`config.mk`:
```
export PLATFORM = sky130hd
export DESIGN_NAME = prefix_sum_out
export DESIGN_NICKNAME = d
export VERILOG_FILES = /design/src/rtl/prefix_sum_out.sv
export SDC_FILE = /design/constraint.sdc
export NUM_CORES = 1
export LEC_CHECK = 0
export CAP_MARGIN = 15
export CORE_MARGIN = 1.5
export CORE_UTILIZATION = 39
export DETAILED_ROUTE_END_ITERATION = 7
export PLACE_DENSITY = 0.75
export SETUP_SLACK_MARGIN = 0.2
export SLEW_MARGIN = 10
export SYNTH_ARGS = -nofsm -noshare
export SYNTH_HDL_FRONTEND = slang
export SYNTH_SLANG_ARGS = --single-unit
```
`constraint.sdc`:
```
create_clock -name clk -period 1.4 [get_ports clk]
set_input_delay 0.14 -clock clk [delete_from_list [all_inputs] [get_ports clk]]
set_output_delay 0.14 -clock clk [all_outputs]
set_load 0.01 [all_outputs]
```
`src/rtl/prefix_sum_out.sv`:
```
// Output stage of a parallel-prefix adder: carries, sum and flags, registered behind a
// 2-entry skid buffer. Define PREFIX_MOD_2N_M1_EN to build a modulo 2^N-1 adder instead.
module prefix_sum_out #(
    parameter int N = 8
) (
    input  logic         clk,
    input  logic         rst,
    input  logic         in_valid,
    output logic         in_ready,
    input  logic [N-1:0] h,
    input  logic [N-1:0] gg,
    input  logic [N-1:0] gp,
    input  logic         cin,
    output logic         out_valid,
    input  logic         out_ready,
    output logic [N-1:0] sum,
    output logic         cout,
    output logic         zero
);

    typedef struct packed {
        logic [N-1:0] sum;
        logic         cout;
        logic         zero;
    } entry_t;

    typedef enum logic [1:0] {
        EMPTY = 2'd0,
        ONE   = 2'd1,
        TWO   = 2'd2
    } occ_t;

    // ------------------------------------------------------------------
    // Combinational result of the word currently presented upstream
    // ------------------------------------------------------------------
    logic         ec;
    logic [N:0]   carry;
    logic [N-1:0] sum_d;
    entry_t       word_d;

`ifdef PREFIX_MOD_2N_M1_EN
    // End-around carry: the group generate of the whole word feeds back as carry-in.
    logic unused_cin;
    assign unused_cin = cin;
    assign ec         = gg[N-1];
`else
    assign ec = cin;
`endif

    // Each G[i:0]/P[i:0] pair already spans bits 0..i, so every carry is one level deep.
    assign carry = {gg | (gp & {N{ec}}), ec};
    assign sum_d = h ^ carry[N-1:0];

    always_comb begin
        word_d.sum = sum_d;
`ifdef PREFIX_MOD_2N_M1_EN
        word_d.cout = 1'b0;
        word_d.zero = (sum_d == '0) || (sum_d == '1);
`else
        word_d.cout = carry[N];
        word_d.zero = (sum_d == '0);
`endif
    end

    // ------------------------------------------------------------------
    // Occupancy control
    // ------------------------------------------------------------------
    occ_t   state_q, state_d;
    entry_t main_q, skid_q;
    logic   in_xfer, out_xfer;
    logic   load_main, load_skid, main_from_skid;

    // in_ready and out_valid decode only flops, so no ready path crosses this stage.
    assign in_ready  = (state_q != TWO);
    assign out_valid = (state_q != EMPTY);
    assign in_xfer   = in_valid & in_ready;
    assign out_xfer  = out_valid & out_ready;

    // NOTE: every output of this block gets a default first so no path can infer a latch.
    always_comb begin
        state_d        = state_q;
        load_main      = 1'b0;
        load_skid      = 1'b0;
        main_from_skid = 1'b0;
        unique case (state_q)
            EMPTY: begin
                if (in_xfer) begin
                    state_d   = ONE;
                    load_main = 1'b1;
                end
            end
            ONE: begin
                unique case ({in_xfer, out_xfer})
                    2'b10: begin
                        state_d   = TWO;
                        load_skid = 1'b1;
                    end
                    2'b01:   state_d   = EMPTY;
                    2'b11:   load_main = 1'b1;
                    default: state_d   = ONE;
                endcase
            end
            TWO: begin
                // Skid word goes out next to keep FIFO order; input is blocked here.
                if (out_xfer) begin
                    state_d        = ONE;
                    load_main      = 1'b1;
                    main_from_skid = 1'b1;
                end
            end
            default: state_d = EMPTY;
        endcase
    end

    // NOTE: sequential state uses non-blocking assignments so all flops update together.
    always_ff @(posedge clk) begin
        if (rst) begin
            state_q <= EMPTY;
            main_q  <= '0;
            skid_q  <= '0;
        end else begin
            state_q <= state_d;
            if (load_main) main_q <= main_from_skid ? skid_q : word_d;
            if (load_skid) skid_q <= word_d;
        end
    end

    assign sum  = main_q.sum;
    assign cout = main_q.cout;
    assign zero = main_q.zero;

endmodule

```
==> qor.yml <==
outcome: "complete, no violations"
gr-total-overflow: 0
path_clk_slew_ns: 0.13
drt-pass1-iter-count: 4
stdcell_area_um2: 1854
drv_slew: 0
gp_congestion: 0.8662
hold_viol: 0
end_kind: "output pin"
p_int_mw: 1.183
grtUsageMet2_pct: 38.95
drtAntennaViolNets: 0
r2r-start: "state_q[0]"
r2r_slack_ns: 0.12
fmax_mhz: 778.4
antenna_found_initial: 0
htree_levels: 1
n_antenna_cell: 0
core.rowCount: 18
seq_area_frac_synth_pct: 40.93
setup_viol: 0
hold_buffers: 0
synth-edff-count: 0
critPathKind: "flip-flop to output pin"
place_area_um2: 1672
met3_usage_pct: 4.918
clock-root-buffer: "clkbuf_4"
seqPwrFrac_pct: 42.2
port_buffers: 40
cts_buffer_depth: 2
cts_sinks: 22
placed_cells: 216
core_um2: 2545
ios: 41
syn_inst: 129
avgViaCountPerCell: 5.382
synth_fp_nets: 158
yosys.cell_types.count: 29
grt_busiest_layer: "met2"
post-place-ws_ns: -0.4346
wl_per_cell_um: 14.90
fin_nets: 225
worstPathArrival_ns: 1.14
die-area_um2: 3083
r2r_end: "zero"
dr_total_vias: 1211
insertion_delay_ns: 0.32
critPathRequiredTime_ns: 1.26
ys_ff_latch: 22
synthFlopType: "dfxtp_1"
synth_area_um2: 1076
cap_violations: 0
clock_skew_ns: 0.002881
crit_path_start_kind: "flip-flop"
slew_headroom_pct: 82.65
grt_setup_unrepaired: "yes"
cts_buffers: 3
cp-startpoint: "state_q[0]"
worst_pin_slew_ns: 0.2584
p_per_area_nw_per_um2: 868.9
pwr-share-clk_pct: 31.1
dp_hpwl_um: 2359
totalWireLength_um: 3353
hold_slack_ns: 0.3128
start_util_pct: 42.28
cp-endpoint: "out_valid"
track_usage_pct: 22.55
syn_avg_cell_area_um2: 8.341
p_sw_mw: 0.4277
p_leak_nw: 0.7615
first_iter_violations: 31
cts_tree: "yes"
areaGrowthSynthToFinish_pct: 72.33
dieWidth_um: 55.53
gr-usage-met1_pct: 24.64
hold_class: "input port to flip-flop"
drc: 0
vdd_drop_max_v: 0.0006524
grt_max_degree: 23
setup_tns_ns: 0
synth.yosys.warnings: 0
stdcell_count: 225
grt_pass1_vias: 1305
finalCriticalPeriod_ns: 1.285
setup_slack_ns: 0.1152
drive_above_1_share_pct: 32.82
r2r_cells: 6
die_y_um: 55.53
combPwrFrac_pct: 26.7
finalCritPeriodShare_pct: 91.77
synthArstFlopShare_pct: 0
switching_share_pct: 26.55
grt_pass1_wl_um: 5499
crit_path_max_fanout: 3
registers in the layout, summed over array words and instances (netlist names):
signal	flops
skid_q	10
sum	8
state_q	2
cout	1
zero	1
placed cells by master, fill, tap and decap left out, drive strengths merged, types with 4 or more instances in the layout:
cell	instances
clkdlybuf4s50	12
buf	29
dfxtp	22
a21oi	25
dlygate4sd2	25
xnor2	7
a22oi	10
nand2	25
nor2	8
clkbuf	4
layout make-up:
type / instances / area, um2
multi-input combinational: 101 / 730.7
fill: 194 / 690.7
timing repair buffer: 67 / 583.1
sequential: 22 / 446.7
tap: 30 / 37.54
clock inverter: 1 / 30.03
clock buffer: 3 / 22.52
inverter: 1 / 3.754
synth_stat cells, drive strengths merged (2+ instances only):
library cell | instances | share of area [%]
dfxtp | 22 | 41
xor2 | 2 | 1.6
xnor2 | 7 | 5.7
nor2b | 3 | 1.7
a21oi | 25 | 13
clkbuf | 4 | 1.4
nand2 | 25 | 8.7
nand2b | 3 | 1.7
nor2 | 8 | 2.8
nor3 | 3 | 1.4
mux2i | 2 | 1.9
a22oi | 10 | 7.0
how the worst min path moves through the flow:
stage	from	end	slack [ns]	cells past startpoint
final	h[2]	skid_q[4]	0.31	4
after global routing	h[2]	skid_q[4]	0.33	4
after CTS	h[2]	skid_q[4]	0.31	4
after detailed placement	skid_q[6]	skid_q[6]	0.45	2
after global placement	skid_q[6]	skid_q[6]	0.44	2
after floorplan	out_ready	state_q[1]	0.22	1
per-layer routing:
| layer | share of wire, % | routed length [um] |
|---|---|---|
| met3 | 4.9 | 163 |
| met2 | 53 | 1792 |
| met1 | 39 | 1315 |
| met5 | 0 | 0 |
| met4 | 2.4 | 82 |
kinds of logic (layout without fill, tap and decap cells):
kind of cell | count (synthesis) | in the layout | share of synthesized area [%]
AOI/OAI and AO/OA | 43 | 43 | 26.98
xor gates and xnor gates | 9 | 9 | 7.326
buffers and inverters | 6 | 72 | 2.790
DFF | 22 | 22 | 40.93
muxes | 2 | 2 | 1.861
and+or+nand+nor | 47 | 47 | 20.12
power groups by stage:
stage	Sequential [mW]	Clock, mW	Combinational [mW]
detailed placement	0.692	0	0.396
global route	0.683	0.537	0.463
floorplan	0.700	0	0.156
finish	0.679	0.502	0.430
global placement	0.691	0	0.386
CTS	0.680	0.503	0.411
repair_timing:
action	4_1_cts	5_1_grt
pin swaps	10	1
gates cloned	0	1
resized for setup	62	8
buffers inserted	4	0
endpoints found under the setup margin	30	19
worst max-delay path: stages, from the launching register on:
cell and delay [ns]:
dfxtp_2 0.36, buf_4 0.13, or2_4 0.22, buf_6 0.12
stage by stage:
stage	utilization [%]	power [mW]
final	72.86	1.611
after CTS	71.73	1.594
after global placement	65.68	1.077
after global routing	72.86	1.682
after detailed placement	65.68	1.089
after floorplan	-	0.8558
(Power assumes the default switching activity.)
==> RTL change 1, RTL diff (config.mk and constraints unchanged) <==
Build with the macro `PREFIX_MOD_2N_M1_EN` defined.
--- a/src/rtl/prefix_sum_out.sv
+++ b/src/rtl/prefix_sum_out.sv
@@ -2,2 +2,4 @@
 // 2-entry skid buffer. Define PREFIX_MOD_2N_M1_EN to build a modulo 2^N-1 adder instead.
+`define PREFIX_MOD_2N_M1_EN
+
 module prefix_sum_out #(
Function: changed (Yosys sat finds a counterexample within 4 cycles, from zero or initial values and one cycle with rst high).
==> RTL change 1 against the unedited design <==
  * The run now ends with negative setup slack left
  * Sequential power down 6.2%
  * Clock power down 15%
  * Final area up 0.94%
  * Wire length down 2.1%
  * Power up 0.64%
  * Area after synthesis down 1.4%
  * Global-route usage down 0.92 points
  * Via count down 2.2%
  * Core utilization up 1.3 points
  * Worst setup slack worse by 0.37 ns
  * Count of clock-buffer cells in the layout up 1
  * Sequential cell count down 2
  * Clock skew up 0.0015 ns
  * Highest routed layer unchanged
==> RTL change 1: results (changes against the unedited design) <==
Synth Area in Adders=0.0236 (+0.0236); Post-synth top cells=nand2_1 (31), a21oi_1 (29), dfxtp_1 (20); crit-path max cell delay=0.39 ns (+0.03 ns); layout cells sized above 1=0.378 (+0.0499); Crit Path Max Fanout=17 (+14); VDD IR-drop max=630 uV (-3.4%); register area share after synthesis=0.377 (-0.0319); post-place setup slack=-0.343 ns (+0.0917 ns); FILL cells=183 (-5.7%); XOR/XNOR Fraction of Synth Area=0.0743 (+0.00104); Placed Area=1640 um^2 (-1.8%); hold path depth=2 (-2); DR vias/cell=5.13 (-4.8%); Synthesized Nets=172 (+8.9%); Pint=0.00113 W (-4.7%); Reg-to-Reg End=sum[1]$_SDFFE_PP0P_; worst path arrival time=1.88 ns (+0.74 ns); final net count=233 (+3.6%); Post-DP HPWL=2120 um (-10%); compound-cell area share of the yosys netlist=0.221 (-0.0492); largest net degree at the start of global routing=18 (-22%); wire per inst=14.2 um (-4.6%); final wirelength=3280 um (-2.1%); R2R Path Start=state_q[1]$_SDFFE_PP0P_; Hold Path Sink=skid_q[7]$_SDFFE_PP0P_; status=complete, but fails checks; multi-input combinational cell area=762 um^2 (+4.3%); first-pass GRT wire length=4610 um (-16%); CP max-delay cell=dfxtp_4; leak pwr=0.769 nW (+0.93%); DP Cell Count=222 (+2.8%); Iter 0 DRT Violations=28 (-9.7%); vias in the first global route=1084 (-17%); r2r worst-path depth=11 (+5); Worst Hold Launch=skid_q[7]$_SDFFE_PP0P_; IO buf count=37 (-7.5%); mux cell area share after synthesis=0 (-0.0186); Finish-stage setup viols=20 (+20); max FFs per register=9 (-1); asr flop ratio synth=0 (unchanged); gpl congestion=0.802 (-7.5%); GRT Total Usage=0.216 (-0.00925); HP Class=reg2reg; violated checks=negative setup slack; final worst slack=-0.257 ns (-0.373 ns); clk_skew=0.00443 ns (+0.00155 ns)
## RTL change 1: cell count changes in the layout (fill, tap and decap cells not counted), sizes merged, moves of 6 or more
cell	change
a21oi	+7
a22oi	-9
clkdlybuf4s50	+14
dlygate4sd2	-16
nand2	+6
nor2	+10
## RTL change 1: critical path, delay by kind of cell (launching register included)
kind	cells	cell delay, ns
AND/OR/NAND/NOR	5	0.54
buffers and inverters	2	0.20
adder cells (fa/ha/maj)	1	0.16
flip-flops	1	0.39
AO/OA/AOI/OAI	3	0.26
## RTL change 1: final cells by class
type / instances / area share
sequential: 20 / 0.217
inverter: 2 / 0.00401
timing repair buffer: 64 / 0.327
multi-input combinational: 111 / 0.407
tap: 30 / 0.0201
clock buffer: 4 / 0.0254
## RTL change 1: metrics by stage
step | total power [W] | TNS (ns) | hold WS, ns
after global routing | 0.00169 | -3.91 | 0.495
after CTS | 0.00155 | -2.20 | 0.463
after floorplan | 0.000884 | -2.19 | 0.321
final | 0.00162 | -3.26 | 0.464
after global placement | 0.00110 | -4.63 | 0.442
after detailed placement | 0.00111 | -5.18 | 0.446
## RTL change 1: power groups by stage
stage | clock network [W] | registers [W] | logic (W)
after floorplan | 0 | 0.000655 | 0.000229
after global placement | 0 | 0.000643 | 0.000453
after detailed placement | 0 | 0.000645 | 0.000462
after CTS | 0.000424 | 0.000631 | 0.000495
after global routing | 0.000450 | 0.000640 | 0.000602
final | 0.000425 | 0.000637 | 0.000560
## RTL change 1: worst max-delay path by stage
stage / slack, ns / startpoint / to / depth (start not counted)
CTS: -0.17 / state_q[1]$_SDFFE_PP0P_ / sum[0]$_SDFFE_PP0P_ / 11
detailed placement: -0.34 / gg[7] / skid_q[0]$_SDFFE_PP0P_ / 7
finish: -0.26 / state_q[1]$_SDFFE_PP0P_ / sum[1]$_SDFFE_PP0P_ / 11
global route: -0.26 / state_q[1]$_SDFFE_PP0P_ / sum[1]$_SDFFE_PP0P_ / 11
floorplan: -0.20 / state_q[1]$_SDFFE_PP0P_ / sum[6]$_SDFFE_PP0P_ / 11
global placement: -0.30 / gg[7] / skid_q[0]$_SDFFE_PP0P_ / 7
## RTL change 1: cell families after synthesis
kind of cell | Yosys count
AND/OR/NAND/NOR | 60
AO/OA/AOI/OAI | 39
flip-flops | 20
buffers and inverters | 10
XOR/XNOR | 9
adder cells (fa/ha/maj) | 2
other | 1
## RTL change 1: timing repair
action                                 4_1_cts  5_1_grt
pin swaps                                    7       14
resized for setup                           30       29
buffers inserted                             2        2
cloned                                       1        0
endpoints found under the hold margin        0        0
setup endpoints to repair                   31       22
## RTL change 1: routing by layer
metal,track usage,wire length (um),up-vias
met1,0.238,1360,535
met5,0,0,-
li1,-,-,589
met3,0.0323,170,5
met4,0.118,56,0
met2,0.395,1700,55
==> RTL change 2, RTL diff (config.mk and constraints unchanged) <==
Without the edit above. Re-encode `occ_t` (3 values) as one-hot, 3 bits wide.
--- a/src/rtl/prefix_sum_out.sv
+++ b/src/rtl/prefix_sum_out.sv
@@ -26,6 +26,6 @@
 
-    typedef enum logic [1:0] {
-        EMPTY = 2'd0,
-        ONE   = 2'd1,
-        TWO   = 2'd2
+    typedef enum logic [2:0] {
+        EMPTY = 3'b001,
+        ONE   = 3'b010,
+        TWO   = 3'b100
     } occ_t;
Formal check against the unedited RTL: same outputs for any inputs over 10 cycles, from zero or initial values and one cycle with rst high; not proved beyond that.
==> RTL change 2 against the unedited design <==
  * Area after synthesis grew 8.7%
  * Worst setup slack lost 0.55 ns
  * Critical endpoint is now zero$_SDFFE_PP0P_
  * Sequential share of layout area is 1.4 points lower
  * The run now ends with design-rule violations, negative setup slack left
  * Worst hold slack gained 0.16 ns
  * Largest cell class unchanged
  * Global-route usage down 0.37 points
  * Power is 8.4% lower
  * Final area grew 11%
  * Die area is 8.2% higher
  * Wire length increased by 5.8%
  * Sequential cell count rose by 1
==> RTL change 2: results (changes against the unedited design) <==
gpl congestion=0.784 (-9.5%); DP Cell Count=241 (+12%); GRT Total Usage=0.222 (-0.00373); Final Non-Filler Cells=248 (+10%); register area share after synthesis=0.394 (-0.0157); Crit Path Max Fanout=12 (+9); Register Area=465 um^2 (+4.2%); Post-synth top cells=nand2_1 (30), dfxtp_1 (23), a21oi_1 (19), nor2_1 (19), xnor2_1 (7); Worst Hold Launch=skid_q[3]$_SDFFE_PP0P_; actual slew at the worst max-slew pin=0.326 ns (+0.0675 ns); VDD IR-drop max=546 uV (-16%); post-place setup slack=-0.531 ns (-0.0965 ns); Post-DP HPWL=2560 um (+8.6%); violated checks=design-rule violations, negative setup slack; Synthesized Nets=181 (+15%); XOR/XNOR Fraction of Synth Area=0.0599 (-0.0134); compound-cell area share of the yosys netlist=0.220 (-0.0494); Residual DRC=2 (+2); Finish-stage setup viols=23 (+23); Area contributors post-synth=dfxtp_1 (39%), nand2_1 (9.6%), a21oi_1 (8.1%), nor2_1 (6.1%), xnor2_1 (5.2%); largest family of logic cells by synthesized area=simple AND/OR/NAND/NOR gates; final worst slack=-0.439 ns (-0.554 ns); leak pwr=0.837 nW (+9.9%); layout cells sized above 1=0.346 (+0.0174); Synth Area in Adders=0.0321 (+0.0321); clk_skew=0.0110 ns (+0.00810 ns); final wirelength=3550 um (+5.8%); Hold Path Sink=skid_q[3]$_SDFFE_PP0P_; Initial DRT Pass Iterations=7 (+3); hold slack=0.470 ns (+0.157 ns); largest net degree at the start of global routing=25 (+8.7%); DR vias/cell=5.24 (-2.7%); r2r worst-path depth=9 (+3); mux cell area share after synthesis=0 (-0.0186); status=complete, but fails checks; Mapped Cells=149 (+16%); R2R Path Start=state_q[1]$_SDFFE_PP0P_; Placed Area=1870 um^2 (+12%)
-- RTL change 2: cell count changes after synthesis, sizes merged, moves of 3 or more --
cell,before,now
ha,0,3
nand2,25,30
nand3b,1,4
inv,1,5
a21oi,25,21
a311oi,0,6
nor2,8,19
a22oi,10,0
-- RTL change 2: layout make-up --
type | instances | area share
Clock buffer | 3 | 0.0110
Clock inverter | 1 | 0.00244
Inverter | 5 | 0.0116
Multi-Input combinational cell | 114 | 0.388
Sequential cell | 23 | 0.227
Tap cell | 31 | 0.0189
Timing Repair Buffer | 71 | 0.341
-- RTL change 2: how the worst max path moves through the flow --
| stage | cells past startpoint | end | start |
|---|---|---|---|
| 2_1_floorplan | 10 | sum[6]$_SDFFE_PP0P_ | state_q[2]$_SDFFE_PP0P_ |
| 3_3_place_gp | 6 | zero$_SDFFE_PP0P_ | cin |
| 3_5_place_dp | 6 | zero$_SDFFE_PP0P_ | cin |
| 4_1_cts | 10 | zero$_SDFFE_PP0P_ | state_q[0]$_SDFFE_PP1P_ |
| 5_1_grt | 9 | zero$_SDFFE_PP0P_ | state_q[1]$_SDFFE_PP0P_ |
| 6_report | 9 | zero$_SDFFE_PP0P_ | state_q[1]$_SDFFE_PP0P_ |
-- RTL change 2: power by group --
| group | total (W) | internal, W | switching [W] |
|---|---|---|---|
| logic | 0.000446 | 0.000255 | 0.000191 |
| clock network | 0.000320 | 0.000107 | 0.000213 |
| registers | 0.000709 | 0.000687 | 0.0000224 |
| total | 0.00148 | 0.00105 | 0.000426 |
-- RTL change 2: per-stage QoR --
| stage | power [W] | TNS [ns] |
|---|---|---|
| after floorplan | 0.000905 | -4.41 |
| final | 0.00148 | -7.63 |
| after global routing | 0.00153 | -9.48 |
| after detailed placement | 0.00115 | -8.13 |
| after CTS | 0.00145 | -6.97 |
| after global placement | 0.00114 | -6.81 |
-- RTL change 2: logic make-up after synthesis --
| logic type | Yosys count |
|---|---|
| adder cells (fa/ha/maj) | 3 |
| flip-flops | 23 |
| buffers and inverters | 12 |
| XOR/XNOR | 8 |
| AO/OA/AOI/OAI | 39 |
| AND/OR/NAND/NOR | 64 |
-- RTL change 2: repair_timing --
action                                  4_1_cts  5_1_grt
gates resized for setup                      37       15
endpoints found under the setup margin       35       25
cloned                                        1        0
pin swaps                                     6        6
buffers inserted                              1        1
-- RTL change 2: worst reg2reg max path, delay by kind of cell, from the launching register on --
family	cells	cell delay, ns
compound gates	2	0.43
fa+ha+maj	1	0.15
buf+inv	2	0.19
flops	1	0.36
simple gates	4	0.63
-- RTL change 2: routing by layer --
| metal | track usage | share of wire | wire, um |
|---|---|---|---|
| met4 | 0.0864 | 0.018 | 65 |
| met1 | 0.274 | 0.44 | 1560 |
| met5 | 0 | 0 | 0 |
| met3 | 0.0446 | 0.031 | 111 |
| met2 | 0.378 | 0.51 | 1810 |
